**src/rtl/ent_enc_pkg.sv**
```systemverilog
// Shared types and constants for the entropy-encoder issue path.
package ent_enc_pkg;

    localparam int RANGE_WIDTH    = 16;
    localparam int SYMBOL_WIDTH   = 4;
    localparam int NSYMS_WIDTH    = SYMBOL_WIDTH + 1;
    localparam int MAX_BOOL_LANES = 4;
    localparam int CNT_WIDTH      = 3;

    typedef enum logic [1:0] {
        GATHER,
        FLUSH,
        WAIT_LAST,
        RESET_ENC
    } sched_state_e;

    typedef struct packed {
        logic                   bool;
        logic [RANGE_WIDTH-1:0] fl;
        logic [RANGE_WIDTH-1:0] fh;
        logic [SYMBOL_WIDTH-1:0] symbol;
        logic [NSYMS_WIDTH-1:0] nsyms;
        logic                   last;
    } sym_t;

    // Lanes at or above the used count are idle and carry bool=1.
    function automatic logic [MAX_BOOL_LANES-1:0] idle_lanes(input logic [CNT_WIDTH-1:0] used);
        logic [MAX_BOOL_LANES-1:0] m;
        for (int i = 0; i < MAX_BOOL_LANES; i++) begin
            m[i] = (CNT_WIDTH'(i) >= used);
        end
        return m;
    endfunction

endpackage

```
**src/rtl/ent_enc_bool_packer.sv**
```systemverilog
// Four-lane Boolean gather buffer; releases its contents when full or when asked to flush.
module ent_enc_bool_packer
    import ent_enc_pkg::*;
(
    input  logic                      clk,
    input  logic                      reset,
    input  logic                      push,
    input  logic                      push_bit,
    input  logic                      flush_req,
    output logic                      issue,
    output logic [CNT_WIDTH-1:0]      issue_cnt,
    output logic [MAX_BOOL_LANES-1:0] issue_bits,
    output logic [CNT_WIDTH-1:0]      cnt_next
);

    logic [CNT_WIDTH-1:0]      cnt_q, cnt_d, cnt_pre;
    logic [MAX_BOOL_LANES-1:0] bits_q, bits_d, bits_pre;

    // The pushed bit joins the burst before the issue decision, so a full or last burst includes it.
    always_comb begin
        cnt_pre  = cnt_q;
        bits_pre = bits_q;
        if (push) begin
            bits_pre[cnt_q[1:0]] = push_bit;
            cnt_pre              = cnt_q + CNT_WIDTH'(1);
        end
        issue      = (cnt_pre != '0) && ((cnt_pre == CNT_WIDTH'(MAX_BOOL_LANES)) || flush_req);
        issue_cnt  = cnt_pre;
        issue_bits = bits_pre;
        cnt_d      = issue ? '0 : cnt_pre;
        bits_d     = issue ? '0 : bits_pre;
        cnt_next   = cnt_d;
    end

    always_ff @(posedge clk) begin
        if (reset) begin
            cnt_q  <= '0;
            bits_q <= '0;
        end else begin
            cnt_q  <= cnt_d;
            bits_q <= bits_d;
        end
    end

endmodule

```
**src/rtl/ent_enc_issue_scheduler.sv**
```systemverilog
// Packs Boolean symbols into 4-lane issues, issues CDF symbols alone, and runs the
// frame-end final_flag / OUT_FLAG_LAST / encoder-reset handshake.
module ent_enc_issue_scheduler
    import ent_enc_pkg::*;
(
    input  logic                    top_clk,
    input  logic                    top_reset,
    input  logic                    in_valid,
    output logic                    in_ready,
    input  logic                    in_bool,
    input  logic [RANGE_WIDTH-1:0]  in_fl,
    input  logic [RANGE_WIDTH-1:0]  in_fh,
    input  logic [SYMBOL_WIDTH-1:0] in_symbol,
    input  logic [NSYMS_WIDTH-1:0]  in_nsyms,
    input  logic                    in_last,
    input  logic                    enc_last,
    output logic                    enc_reset,
    output logic                    enc_valid,
    output logic                    enc_flag_first,
    output logic                    enc_final_flag,
    output logic [RANGE_WIDTH-1:0]  enc_fl,
    output logic [RANGE_WIDTH-1:0]  enc_fh,
    output logic [NSYMS_WIDTH-1:0]  enc_nsyms,
    output logic [SYMBOL_WIDTH-1:0] enc_symbol_1,
    output logic [SYMBOL_WIDTH-1:0] enc_symbol_2,
    output logic [SYMBOL_WIDTH-1:0] enc_symbol_3,
    output logic [SYMBOL_WIDTH-1:0] enc_symbol_4,
    output logic                    enc_bool_1,
    output logic                    enc_bool_2,
    output logic                    enc_bool_3,
    output logic                    enc_bool_4,
    output logic                    busy
);

    sched_state_e state_q, state_d;
    sym_t         hold_q, hold_d, in_sym, cdf_sym;
    logic         hold_valid_q, hold_valid_d;
    logic         last_issued_q, last_issued_d;
    logic         armed_q, armed_d;
    logic         issue_cdf;

    logic in_ready_q, in_ready_d;
    logic enc_reset_q, enc_reset_d;
    logic enc_valid_q, enc_valid_d;
    logic enc_flag_first_q, enc_flag_first_d;
    logic enc_final_flag_q, enc_final_flag_d;
    logic busy_q, busy_d;
    logic [RANGE_WIDTH-1:0] enc_fl_q, enc_fl_d, enc_fh_q, enc_fh_d;
    logic [NSYMS_WIDTH-1:0] enc_nsyms_q, enc_nsyms_d;
    logic [MAX_BOOL_LANES-1:0][SYMBOL_WIDTH-1:0] enc_symbol_q, enc_symbol_d;
    logic [MAX_BOOL_LANES-1:0] enc_bool_q, enc_bool_d;

    logic                      accept, push, flush_req;
    logic                      pk_issue;
    logic [CNT_WIDTH-1:0]      pk_cnt, pk_cnt_next;
    logic [MAX_BOOL_LANES-1:0] pk_bits;

    assign accept    = in_valid & in_ready_q;
    assign push      = accept & ~in_bool;
    // Any cycle without a new Boolean (gap, CDF, or end of frame) releases the burst.
    assign flush_req = ~accept | in_bool | in_last;
    assign in_sym    = '{bool: in_bool, fl: in_fl, fh: in_fh, symbol: in_symbol,
                         nsyms: in_nsyms, last: in_last};

    ent_enc_bool_packer u_packer (
        .clk        (top_clk),
        .reset      (top_reset),
        .push       (push),
        .push_bit   (in_symbol[0]),
        .flush_req  (flush_req),
        .issue      (pk_issue),
        .issue_cnt  (pk_cnt),
        .issue_bits (pk_bits),
        .cnt_next   (pk_cnt_next)
    );

    always_comb begin
        state_d          = state_q;
        hold_d           = hold_q;
        hold_valid_d     = hold_valid_q;
        last_issued_d    = last_issued_q;
        armed_d          = armed_q;
        issue_cdf        = 1'b0;
        cdf_sym          = hold_q;
        enc_reset_d      = 1'b0;
        enc_valid_d      = 1'b0;
        enc_flag_first_d = 1'b0;
        enc_final_flag_d = 1'b0;
        enc_fl_d         = '0;
        enc_fh_d         = '0;
        enc_nsyms_d      = '0;
        enc_symbol_d     = '0;
        enc_bool_d       = '1;

        unique case (state_q)
            GATHER: begin
                if (last_issued_q) begin
                    last_issued_d    = 1'b0;
                    enc_final_flag_d = 1'b1;
                    state_d          = FLUSH;
                end else if (hold_valid_q) begin
                    issue_cdf     = 1'b1;
                    cdf_sym       = hold_q;
                    hold_valid_d  = 1'b0;
                    last_issued_d = hold_q.last;
                end else begin
                    if (pk_issue) begin
                        enc_valid_d   = 1'b1;
                        enc_bool_d    = idle_lanes(pk_cnt);
                        last_issued_d = push & in_last;
                        for (int i = 0; i < MAX_BOOL_LANES; i++) begin
                            enc_symbol_d[i] = SYMBOL_WIDTH'(pk_bits[i]);
                        end
                    end
                    // A CDF behind a pending burst waits one cycle in the hold register.
                    if (accept && in_bool) begin
                        if (pk_issue) begin
                            hold_d       = in_sym;
                            hold_valid_d = 1'b1;
                        end else begin
                            issue_cdf     = 1'b1;
                            cdf_sym       = in_sym;
                            last_issued_d = in_last;
                        end
                    end
                end
            end
            FLUSH: begin
                enc_final_flag_d = 1'b1;
                state_d          = WAIT_LAST;
            end
            WAIT_LAST: begin
                if (enc_last) begin
                    enc_reset_d = 1'b1;
                    state_d     = RESET_ENC;
                end else begin
                    enc_final_flag_d = 1'b1;
                end
            end
            RESET_ENC: begin
                armed_d = 1'b1;
                state_d = GATHER;
            end
            default: state_d = GATHER;
        endcase

        if (issue_cdf) begin
            enc_valid_d     = 1'b1;
            enc_fl_d        = cdf_sym.fl;
            enc_fh_d        = cdf_sym.fh;
            enc_nsyms_d     = cdf_sym.nsyms;
            enc_symbol_d[0] = cdf_sym.symbol;
            enc_bool_d[0]   = cdf_sym.bool;
        end

        if (enc_valid_d) begin
            enc_flag_first_d = armed_q;
            armed_d          = 1'b0;
        end

        in_ready_d = (state_d == GATHER) && !hold_valid_d && !last_issued_d;
        busy_d     = (state_d != GATHER) || hold_valid_d || last_issued_d || (pk_cnt_next != '0);
    end

    // Reset leaves the encoder-reset pulse asserted so it lasts one cycle past reset release.
    always_ff @(posedge top_clk) begin
        if (top_reset) begin
            state_q          <= RESET_ENC;
            hold_q           <= '0;
            hold_valid_q     <= 1'b0;
            last_issued_q    <= 1'b0;
            armed_q          <= 1'b1;
            in_ready_q       <= 1'b0;
            enc_reset_q      <= 1'b1;
            enc_valid_q      <= 1'b0;
            enc_flag_first_q <= 1'b0;
            enc_final_flag_q <= 1'b0;
            enc_fl_q         <= '0;
            enc_fh_q         <= '0;
            enc_nsyms_q      <= '0;
            enc_symbol_q     <= '0;
            enc_bool_q       <= '1;
            busy_q           <= 1'b0;
        end else begin
            state_q          <= state_d;
            hold_q           <= hold_d;
            hold_valid_q     <= hold_valid_d;
            last_issued_q    <= last_issued_d;
            armed_q          <= armed_d;
            in_ready_q       <= in_ready_d;
            enc_reset_q      <= enc_reset_d;
            enc_valid_q      <= enc_valid_d;
            enc_flag_first_q <= enc_flag_first_d;
            enc_final_flag_q <= enc_final_flag_d;
            enc_fl_q         <= enc_fl_d;
            enc_fh_q         <= enc_fh_d;
            enc_nsyms_q      <= enc_nsyms_d;
            enc_symbol_q     <= enc_symbol_d;
            enc_bool_q       <= enc_bool_d;
            busy_q           <= busy_d;
        end
    end

    assign in_ready       = in_ready_q;
    assign enc_reset      = enc_reset_q;
    assign enc_valid      = enc_valid_q;
    assign enc_flag_first = enc_flag_first_q;
    assign enc_final_flag = enc_final_flag_q;
    assign enc_fl         = enc_fl_q;
    assign enc_fh         = enc_fh_q;
    assign enc_nsyms      = enc_nsyms_q;
    assign enc_symbol_1   = enc_symbol_q[0];
    assign enc_symbol_2   = enc_symbol_q[1];
    assign enc_symbol_3   = enc_symbol_q[2];
    assign enc_symbol_4   = enc_symbol_q[3];
    assign enc_bool_1     = enc_bool_q[0];
    assign enc_bool_2     = enc_bool_q[1];
    assign enc_bool_3     = enc_bool_q[2];
    assign enc_bool_4     = enc_bool_q[3];
    assign busy           = busy_q;

endmodule

```
**config.mk**
```make
export PLATFORM = sky130hd
export DESIGN_NAME = ent_enc_issue_scheduler
export DESIGN_NICKNAME = d
export VERILOG_FILES = /design/src/rtl/ent_enc_pkg.sv /design/src/rtl/ent_enc_bool_packer.sv /design/src/rtl/ent_enc_issue_scheduler.sv
export SDC_FILE = /design/constraint.sdc
export NUM_CORES = 1
export LEC_CHECK = 0
export CORE_UTILIZATION = 54
export CTS_BUF_LIST = sky130_fd_sc_hd__clkbuf_4 sky130_fd_sc_hd__clkbuf_8
export DETAILED_ROUTE_END_ITERATION = 16
export GPL_TIMING_DRIVEN = 0
export HOLD_SLACK_MARGIN = 0.15
export PLACE_DENSITY = 0.88
export SYNTH_ARGS = -nofsm -noshare
export SYNTH_HDL_FRONTEND = slang
export SYNTH_SLANG_ARGS = --single-unit
```
**constraint.sdc**
```tcl
create_clock -name top_clk -period 6.2 [get_ports top_clk]
set_input_delay 1.24 -clock top_clk [delete_from_list [all_inputs] [get_ports top_clk]]
set_output_delay 1.24 -clock top_clk [all_outputs]
set_load 0.01 [all_outputs]
```
**Word level (Yosys, flattened, before mapping)**

Cells that the tools add are included.

- Latch bits: 0
- Output and inout bits: 63
- ROM bits: 0
- Bits in writable memories: 0
- Word-level logic and storage cells: 128
- Flip-flop bits (word level): 118
- Memories kept: 0

- Shifts and indexed selects: 0
- Mux-type cells: 51
- Bitwise logic cells: 13
- Add/sub/neg operators: 1
- Div/mod/pow operators: 0
- Multipliers: 0
- Reduce and logical (&&, ||, !) cells: 23
- Magnitude comparators: 6
- Eq/ne operators: 4

Operator list:

| cell | number |
|---|---|
| $mux 43 | 5 |
| $mux 1 | 33 |
| $mux 4 | 5 |
| $not 1->1 | 8 |
| $pmux 2 s4 | 1 |
| $ge 1x3->1 const A | 2 |
| $ge 2x3->1 const A | 2 |
| $mux 3 | 2 |
| $reduce_bool 3->1 | 2 |
| $reduce_or 2->1 | 3 |
| $logic_and 1x1->1 | 5 |
| $reduce_and 5->1 | 1 |
| $reduce_or 5->1 | 1 |
| $bwmux 4 | 1 |
| $eq 2x2->1 const B | 2 |
| $logic_not 2->1 | 2 |
| $logic_or 1x1->1 | 4 |
| $mux 2 | 2 |
| $reduce_bool 2->1 | 2 |
| $reduce_or 4->1 | 1 |
| $add 3x1->3 const B | 1 |
| $and 1x1->1 | 3 |
| $eq 3x3->1 const B | 1 |
| $lt 2x3->1 const B | 1 |
| 6 further kinds | 8 |

**Depth between registers and ports, before layout**

Gate-level depths: netlist of the first run.

- Depth after elaboration: 14
- Depth in mapped cells: 8

**Hierarchy**

Synthesis of the first run repeated with hierarchy kept, for this count alone.

- Cell total of the unflattened synthesis: 510
- Area, all modules: 4385.5 sq um

Modules (own cells, without submodules):

| module | area an instance (sq um) | times used | cells each |
|---|---|---|---|
| ent_enc_issue_scheduler | 3956.3 | 1 | 456 |
| ent_enc_bool_packer | 429.2 | 1 | 54 |

**Worst setup path before layout of the first run**

OpenSTA, ideal clock, no wires.

- Path type: input-to-reg
- Start point: in top_reset
- End point: reg enc_bool_q[1]
- Library setup time: 127 ps
- Stages: 3
- Required time: 6073 ps
- Data arrival time: 2291 ps
- Path slack: 3782 ps
- Path through: or3_1 -> a211o_4 -> or3_1

- Cells in the longest elaborated chain, start to end: 1

Ends and longest elaborated chain:

| item | line | RTL |
|---|---|---|
| start, declared | ent_enc_issue_scheduler.sv:7 | `input logic top_reset,` |
| $reduce_or 5->1 (no source line) | - |  |
| end signal, assigned | ent_enc_issue_scheduler.sv:199 | `enc_bool_q <= enc_bool_d;` |
| end, declared | ent_enc_issue_scheduler.sv:51 | `logic [MAX_BOOL_LANES-1:0] enc_bool_q, enc_bool_d;` |

Every way passes these cells.
A chain may end at the register's enable or synchronous reset.

**Worst setup path after layout of the first run**

- Start point: in in_valid
- End point: reg enc_fl_q[10] (netlist: enc_fl[10])

- Cells in the longest elaborated chain, start to end: 13

Ends and longest elaborated chain:

| item | line | RTL |
|---|---|---|
| start, declared | ent_enc_issue_scheduler.sv:8 | `input logic in_valid,` |
| $and 1x1->1 * | ent_enc_issue_scheduler.sv:58 | `assign accept = in_valid & in_ready_q;` |
| $and 1x1->1 / $not 1->1 (equally long branches) | ent_enc_issue_scheduler.sv:59, ent_enc_issue_scheduler.sv:61 |  |
| $mux 3 / $or 1x1->1 (equally long branches) | ent_enc_bool_packer.sv:23, ent_enc_issue_scheduler.sv:61 |  |
| $eq 3x3->1 / $or 1x1->1 (equally long branches) | ent_enc_bool_packer.sv:27, ent_enc_issue_scheduler.sv:61 |  |
| $logic_or 1x1->1 | ent_enc_bool_packer.sv:27 | `issue = (cnt_pre != '0) && ((cnt_pre == CNT_WIDTH'(MAX_BOOL_LANES)) \|\| flush_req);` |
| $logic_and 1x1->1 | ent_enc_bool_packer.sv:27 |  |
| $mux 1 | ent_enc_issue_scheduler.sv:117 | `if (pk_issue) begin` |
| $mux 1 | ent_enc_issue_scheduler.sv:116 | `if (accept && in_bool) begin` |
| $mux 1 | ent_enc_issue_scheduler.sv:101 | `end else if (hold_valid_q) begin` |
| $mux 1 | ent_enc_issue_scheduler.sv:97 | `if (last_issued_q) begin` |
| $mux 1 | ent_enc_issue_scheduler.sv:95 | `unique case (state_q)` |
| $not 1->1 (no source line) | - |  |
| $reduce_or 2->1 (no source line) | - |  |
| end signal, assigned | ent_enc_issue_scheduler.sv:195 | `enc_fl_q <= enc_fl_d;` |
| end, declared | ent_enc_issue_scheduler.sv:48 | `logic [RANGE_WIDTH-1:0] enc_fl_q, enc_fl_d, enc_fh_q, enc_fh_d;` |

Mark *: on every way between the ends. The rest lies on a longest branch, timed or not.

==> impl_metrics.json, run 1 <==
{
  "core_sq_um": 7292,
  "grt_pass1_vias": 3569,
  "worstPathMaxFanout": 10,
  "synth.mux.area_fraction_pct": 1.222,
  "vias_per_cell": 5.360,
  "synth_edf_count": 0,
  "placed_area_sq_um": 5249,
  "htreeDepth": 3,
  "start_util_pct": 56.14,
  "min_path_cells": 2,
  "p_per_area_nw_per_um2": 236.1,
  "grt_first_pass_wirelength_mm": 16.42,
  "nNetsFinal": 674,
  "synth_compound_area_share_pct": 14.39,
  "layout_min_cycle_time_ps": 2937,
  "grt_max_degree": 20,
  "cp.arrival_ps": 3180,
  "wl_per_cell_um": 14.73,
  "tns_ps": 0,
  "synthFlopType": "dfxtp_1",
  "crit_type": "input port to flop",
  "max_freq_mhz": 340.4,
  "postCtsSetupBuffers": 0,
  "io-pin-count": 110,
  "dr.pass1.iters": 5,
  "critPathCaptureType": "flop",
  "slew_viol_final": 0,
  "synth_xor_xnor_area_share_pct": 0.6112,
  "synth_top_family_by_area": "simple AND/OR/NAND/NOR gates",
  "clock-sinks": 109,
  "status": "completed",
  "area_growth_pct": 33.16,
  "synthArstFlopShare_pct": 0,
  "p_leak_uw": 0.001913,
  "tightest_slew_ps": 647.7,
  "die_h_um": 89.07,
  "cp-start-kind": "input port",
  "synth.avg_cell_area_sq_um": 8.188,
  "drive_gt1_share_pct": 7.051,
  "grt_use_total_pct": 27.23,
  "yosysSeqAreaShare_pct": 53.30,
  "synthAdderAreaFrac_pct": 2.445,
  "grt-ovfl-total": 0,
  "ys_seq_elements": 109,
  "portBuffers": 100,
  "numCtsBuffers": 9,
  "hp-class": "flop to flop",
  "clock_skew_ps": 14.70,
  "yosysUniqueCellTypes": 42,
  "rsz0062_at_grt": "no",
  "cts-root-buf": "clkbuf_8",
  "final_cell_mix": "nand2_1, dfxtp_1, clkdlybuf4s50_1",
  "synthSimpleGateAreaFrac_pct": 22.31,
  "num_antenna_cells": 0,
  "yosysWarningCount": 0,
  "vias": 3875,
  "wirelength_mm": 10.65,
  "antenna_left": 0,
  "vdd.ir_drop.worst_mv": 0.1310,
  "postCtsHoldBufs": 0,
  "globalplace.congestion": 0.8652,
  "final-setup-viol-count": 0,
  "antenna_found_initial": 0,
  "final_core_util_pct": 74.76,
  "dpl.hpwl_mm": 7.398,
  "die_area_sq_um": 7933,
  "hold_viol_final": 0,
  "fin_area_sq_um": 5451,
  "clk_latency_ps": 380,
  "cap_viol_max_count": 0,
  "drc": 0,
  "clockBufferDepth": 2,
  "final_common_cell": "nand2_1",
  "syn-cell-area_sq_um": 4094,
  "dr.first_iter.drc_count": 326,
  "finalCritPeriodShare_pct": 47.38,
  "r2r_cells": 6,
  "die_x_um": 89.07,
  "slew_headroom_pct": 56.63,
  "critPathRequiredTime_ps": 6440,
  "clkTransAtPathRegs_ps": 100,
  "cts_tree": "built",
  "rows": 31,
  "synth_cells": 500,
  "cts_resized": 0
}
==> synthesized netlist by cell type (2+ instances only) <==
cell / count / area (sq um)
nand2_1: 179 / 671.9
dfxtp_1: 109 / 2182
a21oi_1: 89 / 445.4
clkbuf_1: 17 / 63.81
buf_2: 13 / 65.06
nor2_1: 11 / 41.29
buf_4: 9 / 67.56
ha_1: 8 / 100.1
inv_1: 8 / 30.03
nor3_1: 8 / 40.04
mux2i_1: 5 / 50.05
and3_1: 4 / 25.02
nor2b_1: 4 / 25.02
nand3_1: 3 / 15.01
or3_1: 3 / 18.77
a22oi_1: 2 / 15.01
o211ai_1: 2 / 15.01
or2_2: 2 / 12.51
==> power breakdown <==
group	leakage [uW]	internal [uW]	switching (uW)	total, uW
logic	0.000935	64.4	64.4	129
registers	0.000879	710	6.99	717
clock network	0.0000982	192	250	442
==> worst paths after layout <==
| check | start | to | slack, ps |
|---|---|---|---|
| max | in_valid | enc_fl[10]$_SDFF_PP0_ | 3260 |
| min | hold_q[41]$_SDFFE_PP0P_ | hold_q[41]$_SDFFE_PP0P_ | 460 |
| max reg2reg | u_packer.cnt_q[0]$_SDFF_PP0_ | enc_bool_q[1]$_SDFF_PP1_ | 3770 |
| min reg2reg | hold_q[41]$_SDFFE_PP0P_ | hold_q[41]$_SDFFE_PP0P_ | 460 |
==> cells by family after synthesis <==
group,Yosys count
muxes,5
xor gates and xnor gates,2
adders and majority gates,8
other,1
and+or+nand+nor,221
DFF,109
AOI/OAI and AO/OA,106
buffers and inverters,48
==> state kept, by name (all words and copies together), names as in the netlist, 2 cells and up <==
name / flops
enc_nsyms: 5
enc_fl: 16
u_packer.cnt_q: 3
state_q: 2
u_packer.bits_q: 4
hold_q: 43
enc_fh: 16
enc_symbol_1: 4
enc_bool_q: 4
==> layer usage <==
| metal | up-vias | part of all wire, % | track usage [%] | wire length [um] |
|---|---|---|---|---|
| met5 | - | 0 | 0 | 0 |
| met4 | 0 | 2.0 | 10.97 | 214 |
| met3 | 19 | 6.7 | 4.986 | 718 |
| met2 | 184 | 51 | 48.46 | 5410 |
| met1 | 1822 | 40 | 32.59 | 4306 |
| li1 | 1850 | - | - | - |
==> area by class of cell <==
| type | count | area, sq um |
|---|---|---|
| Buffer | 40 | 200.2 |
| Clock buffer | 9 | 123.9 |
| Clock inverter | 7 | 78.83 |
| Fill cell | 545 | 1841 |
| Inverter | 8 | 30.03 |
| Multi-Input combinational cell | 351 | 1712 |
| Sequential cell | 109 | 2182 |
| Tap cell | 99 | 123.9 |
| Timing Repair Buffer | 100 | 1001 |
==> worst max-delay path: stages <==
cell             delay (ps)
clkdlybuf4s50_1         440
and3_1                  250
and2_1                  210
o21ai_1                 460
clkbuf_1                470
a21oi_1                 120
==> metrics by stage <==
| step | total power, uW | setup WS (ps) | hold slack [ps] | cells |
|---|---|---|---|---|
| after floorplan | 793.9 | 3782 | 432.1 | 508 |
| final | 1287 | 3263 | 460.3 | 723 |
| after global routing | 1331 | 3191 | 477.4 | 723 |
| after CTS | 1288 | 3290 | 459.5 | 723 |
| after detailed placement | 858.1 | 2925 | 443.9 | 707 |
| after global placement | 853.3 | 2968 | 437.6 | 707 |
(Power assumes the default switching activity.)
==> run 2: changes to the inputs <==
--- a/config.mk
+++ b/config.mk
@@ -5,12 +5,12 @@
 export SDC_FILE = /design/constraint.sdc
 export NUM_CORES = 1
 export LEC_CHECK = 0
-export CORE_UTILIZATION = 54
+export CORE_UTILIZATION = 50
 export CTS_BUF_LIST = sky130_fd_sc_hd__clkbuf_4 sky130_fd_sc_hd__clkbuf_8
 export DETAILED_ROUTE_END_ITERATION = 16
 export GPL_TIMING_DRIVEN = 0
 export HOLD_SLACK_MARGIN = 0.15
-export PLACE_DENSITY = 0.88
+export PLACE_DENSITY = 0.82
 export SYNTH_ARGS = -nofsm -noshare
 export SYNTH_HDL_FRONTEND = slang
 export SYNTH_SLANG_ARGS = --single-unit
==> constraint.sdc (replaced) <==
create_clock -name top_clk -period 2.9 [get_ports top_clk]
set_input_delay 0.58 -clock top_clk [delete_from_list [all_inputs] [get_ports top_clk]]
set_output_delay 0.58 -clock top_clk [all_outputs]
set_load 0.01 [all_outputs]
==> run 2 against run 1 <==
Net effect:
- global-route usage decreased by 3.2 points
- non-clock buffer count unchanged
- combinational power increased by 110%
- clock-buffer cell count increased by 1
- largest power group unchanged
- highest routed layer unchanged
==> impl_metrics.json, run 2 (synthesized netlist as in run 1, its figures left out) <==
{
  "clock-sinks": 109,
  "r2r-end": "enc_bool_q[1]$_SDFF_PP1_",
  "drc": 0,
  "max_freq_mhz": 432.4,
  "cp-start-kind": "flop",
  "grt_use_total_pct": 24.02,
  "dpl.hpwl_mm": 7.055,
  "hp-start": "hold_q[24]$_SDFFE_PP0P_",
  "layout_min_cycle_time_ps": 2313,
  "tns_ps": 0,
  "antenna_left": 0,
  "vias": 3749,
  "grt_max_degree": 20,
  "fin_area_sq_um": 5466,
  "dr.first_iter.drc_count": 239,
  "grt_first_pass_wirelength_mm": 16.38,
  "tightest_slew_ps": 611.1,
  "die_h_um": 92.49,
  "status": "completed",
  "fill_cells": 612,
  "critPathRequiredTime_ps": 3160,
  "area_growth_pct": 33.53,
  "vias_per_cell": 5.164,
  "slew_headroom_pct": 59.08,
  "core_sq_um": 7807,
  "hold_viol_final": 0,
  "nNetsFinal": 674,
  "reg2reg_from": "u_packer.cnt_q[0]$_SDFF_PP0_",
  "die_x_um": 92.49,
  "largest_reg_flops": 43,
  "postCtsSetupBuffers": 0,
  "htreeDepth": 3,
  "wl_per_cell_um": 13.49,
  "startpoint": "u_packer.cnt_q[0]$_SDFF_PP0_",
  "die_area_sq_um": 8553,
  "antenna_found_initial": 0,
  "r2r_slack_ps": 590,
  "portBuffers": 100,
  "cts-root-buf": "clkbuf_8",
  "final_cell_mix": "nand2_1, dfxtp_1, clkdlybuf4s50_1",
  "rsz0062_at_grt": "no",
  "cp.arrival_ps": 2570,
  "globalplace.congestion": 0.8401,
  "clockBufferDepth": 2,
  "grt_pass1_vias": 3554,
  "hp-class": "flop to flop",
  "drive_gt1_share_pct": 7.051,
  "numCtsBuffers": 9,
  "postCtsHoldBufs": 0,
  "p_leak_uw": 0.001924,
  "num_antenna_cells": 0,
  "clock_skew_ps": 10.66,
  "dr.pass1.iters": 5,
  "critPathCaptureType": "flop",
  "grt-ovfl-total": 0,
  "r2r_cells": 6,
  "cts_tree": "built",
  "cap_viol_max_count": 0,
  "wirelength_mm": 9.792,
  "hold_path_end": "enc_fh[14]$_SDFF_PP0_",
  "cts_resized": 0,
  "rows": 32,
  "worstPathMaxFanout": 9,
  "clkTransAtPathRegs_ps": 110,
  "regMostFlops": "hold_q",
  "min_path_cells": 2,
  "vdd.ir_drop.worst_mv": 0.3259,
  "final-setup-viol-count": 0,
  "clk_latency_ps": 370,
  "p_per_area_nw_per_um2": 507.6,
  "io-pin-count": 110,
  "placed_area_sq_um": 5253,
  "final_common_cell": "nand2_1",
  "slew_viol_final": 0,
  "finalCritPeriodShare_pct": 79.76,
  "start_util_pct": 52.44,
  "crit_type": "flop to flop"
}
run 2: cell types whose count changed in the layout (fill, tap and decap cells not counted):
cell,previous run,this run
clkbuf_8,9,10
clkinv_4,0,2
clkinv_2,1,0
clkinvlp_4,2,0
run 2: final cells by class:
cell class | count | area, sq um | share of cell area [%]
clock buffers | 10 | 137.6 | 2.518
clock inverters | 6 | 76.32 | 1.396
flip-flops and latches | 109 | 2182 | 39.92
repair buffers | 100 | 1001 | 18.31
inverters | 8 | 30.03 | 0.5493
well taps | 102 | 127.6 | 2.335
plain buffers | 40 | 200.2 | 3.662
multi-input cells | 351 | 1712 | 31.31
run 2: through the flow:
step / hold WS [ps] / power [uW] / cells / util (%) / setup slack [ps]
global route: 472.8 / 2877 / 726 / 70.02 / 430.1
CTS: 454.8 / 2784 / 726 / 70.02 / 599.1
global placement: 437.6 / 1826 / 710 / 67.28 / 347.9
finish: 448.6 / 2775 / 726 / 70.02 / 587.1
detailed placement: 443.4 / 1832 / 710 / 67.28 / 326.8
floorplan: 432.1 / 1697 / 508 / - / 871.6
run 2: where the power goes:
group	internal, uW	switching (uW)
Combinational	137	134
Sequential	1520	14.0
Clock	439	533
run 2: routing by layer:
metal,vias up,part of all wire (%),global-route usage (%)
met5,-,0,0
met3,12,7.3,4.680
li1,1849,-,-
met2,153,49,40.99
met4,0,1.4,8.724
met1,1735,43,30.03
run 2: worst max-delay path by stage:
stage / end / slack [ps] / cells past startpoint
floorplan: enc_bool_q[1]$_SDFF_PP1_ / 870 / 6
global placement: enc_nsyms[0]$_SDFF_PP0_ / 350 / 6
detailed placement: enc_fl[4]$_SDFF_PP0_ / 330 / 6
CTS: enc_bool_q[1]$_SDFF_PP1_ / 600 / 6
global route: enc_bool_q[1]$_SDFF_PP1_ / 430 / 6
finish: enc_bool_q[1]$_SDFF_PP1_ / 590 / 6
run 2: worst max-delay path: stages, from the launching register on:
cell	delay (ps)
dfxtp_1	450
inv_1	170
ha_1	390
nor2b_1	230
mux2i_1	170
a211o_4	420
or3_1	370
==> run 3: changes to the inputs <==
==> constraint.sdc (replaced) <==
create_clock -name top_clk -period 2.4 [get_ports top_clk]
set_input_delay 0.48 -clock top_clk [delete_from_list [all_inputs] [get_ports top_clk]]
set_output_delay 0.48 -clock top_clk [all_outputs]
set_load 0.01 [all_outputs]
==> run 3 against run 2 <==
Net effect:
- clock skew about the same
- clock-buffer cell count stayed put
- clock power is 21% higher
- combinational power increased by 22%
- via count down 0.32%
- fmax is 3.4% higher
- largest cell class unchanged
==> impl_metrics.json, run 3 (synthesized netlist as in run 1, its figures left out) <==
{
  "cts_tree": "built",
  "start_util_pct": 52.44,
  "finalCritPeriodShare_pct": 93.23,
  "crit_type": "flop to flop",
  "wl_per_cell_um": 13.57,
  "die_x_um": 92.49,
  "fill_cells": 611,
  "regMostFlops": "hold_q",
  "drc": 0,
  "hp-start": "hold_q[24]$_SDFFE_PP0P_",
  "portBuffers": 100,
  "total_power_uw": 3358,
  "grt_max_degree": 20,
  "p_leak_uw": 0.001924,
  "layout_min_cycle_time_ps": 2238,
  "numCtsBuffers": 9,
  "cp-start-kind": "flop",
  "fin_ws_ps": 162.4,
  "clockBufferDepth": 2,
  "clk_latency_ps": 370,
  "rsz0062_at_grt": "no",
  "reg2reg_from": "u_packer.cnt_q[0]$_SDFF_PP0_",
  "core_sq_um": 7807,
  "seqPwrFrac_pct": 55.1,
  "swShare_pct": 24.67,
  "grt_pass1_vias": 3554,
  "htreeDepth": 3,
  "wirelength_mm": 9.852,
  "io-pin-count": 110,
  "vias_per_cell": 5.147,
  "startpoint": "u_packer.cnt_q[0]$_SDFF_PP0_",
  "dr.pass1.iters": 5,
  "num_antenna_cells": 0,
  "multiInputGateArea_sq_um": 1712,
  "grt_use_total_pct": 24.02,
  "slew_viol_final": 0,
  "power.net_switching_uw": 828.7,
  "p_int_uw": 2530,
  "critPathCaptureType": "flop",
  "final-setup-viol-count": 0,
  "clock-sinks": 109,
  "slew_headroom_pct": 57.74,
  "combPwrFrac_pct": 9.8,
  "r2r_slack_ps": 160,
  "clockPowerShare_pct": 35.1,
  "cap_viol_max_count": 0,
  "worstPathMaxFanout": 9,
  "tightest_slew_ps": 631.1,
  "nNetsFinal": 674,
  "vdd.ir_drop.worst_mv": 0.3977,
  "vias": 3737,
  "antenna_found_initial": 0,
  "hold_viol_final": 0,
  "drive_gt1_share_pct": 7.212,
  "max_stage_delay_ps": 420,
  "cp.arrival_ps": 2500,
  "die_area_sq_um": 8553,
  "clkTransAtPathRegs_ps": 110,
  "p_per_area_nw_per_um2": 614.2,
  "globalplace.congestion": 0.8401,
  "grt-ovfl-total": 0,
  "pre_cts_ws_ps": -73.19,
  "largest_reg_flops": 43,
  "postCtsSetupBuffers": 0,
  "critical-path-slowest-cell": "a211o_4",
  "status": "completed",
  "rows": 32,
  "dr.first_iter.drc_count": 244,
  "dpl.hpwl_mm": 7.055,
  "path_cells": "inv_1, ha_1, nor2b_1, mux2i_1, a211o_4, or3_1",
  "area_growth_pct": 33.56,
  "max_freq_mhz": 446.9,
  "final_cell_mix": "nand2_1, dfxtp_1, clkdlybuf4s50_1",
  "cts-root-buf": "clkbuf_8",
  "critPathRequiredTime_ps": 2660,
  "regArea_sq_um": 2183,
  "grt_first_pass_wirelength_mm": 16.38,
  "hp-class": "flop to flop",
  "die_h_um": 92.49,
  "clock_skew_ps": 10.60,
  "final_common_cell": "nand2_1",
  "antenna_left": 0
}
-- run 3: cell counts in the layout (fill, tap and decap cells not counted) --
Identical to the previous run, type by type.
-- run 3: worst paths after layout --
kind / depth (start not counted) / end
setup / recovery: 6 / enc_bool_q[1]$_SDFF_PP1_
setup reg to reg: 6 / enc_bool_q[1]$_SDFF_PP1_
hold reg to reg: 2 / enc_fh[14]$_SDFF_PP0_
hold / removal: 2 / enc_fh[14]$_SDFF_PP0_
-- run 3: timing repair --
item,4_1_cts,5_1_grt
endpoints found under the hold margin,0,0
gates resized for setup,0,1
hold buffers,0,0
endpoints found under the setup margin,0,1
-- run 3: power groups by stage --
stage               Clock (uW)  Combinational [uW]  Sequential [uW]
floorplan                    0                 154             1900
global placement             0                 316             1890
detailed placement           0                 321             1890
CTS                       1190                 325             1850
global route              1270                 352             1860
finish                    1180                 330             1850
-- run 3: cell type report --
cell class	instances	area share [%]
tap	102	2.334
multi-input combinational	351	31.30
inverter	8	0.5492
clock inverter	6	1.396
timing repair buffer	100	18.31
sequential	109	39.93
clock buffer	10	2.517
buffer	40	3.661
-- run 3: routing by layer --
metal / vias to the layer above / routed length, um / track usage, %
li1: 1851 / - / -
met1: 1721 / 4302 / 30.03
met2: 154 / 4729 / 40.99
met3: 11 / 682 / 4.680
met4: 0 / 138 / 8.724
met5: - / 0 / 0
-- run 3: critical path, delay by kind of cell (launching register included) --
kind | cells | cell delay (ps)
multiplexers | 1 | 180
AO/OA/AOI/OAI | 1 | 420
AND/OR/NAND/NOR | 2 | 600
flip-flops | 1 | 400
buffers and inverters | 1 | 130
adder cells (fa/ha/maj) | 1 | 380
-- run 3: per-stage QoR --
step | cell area [sq um] | utilization [%] | TNS, ps | hold WS, ps | instances
after detailed placement | 5253 | 67.28 | -1188 | 443.4 | 710
after global routing | 5468 | 70.03 | 0 | 472.8 | 726
after floorplan | 4124 | - | 0 | 432.1 | 508
after global placement | 5253 | 67.28 | -339.7 | 437.6 | 710
after CTS | 5466 | 70.02 | 0 | 454.8 | 726
final | 5468 | 70.03 | 0 | 448.7 | 726
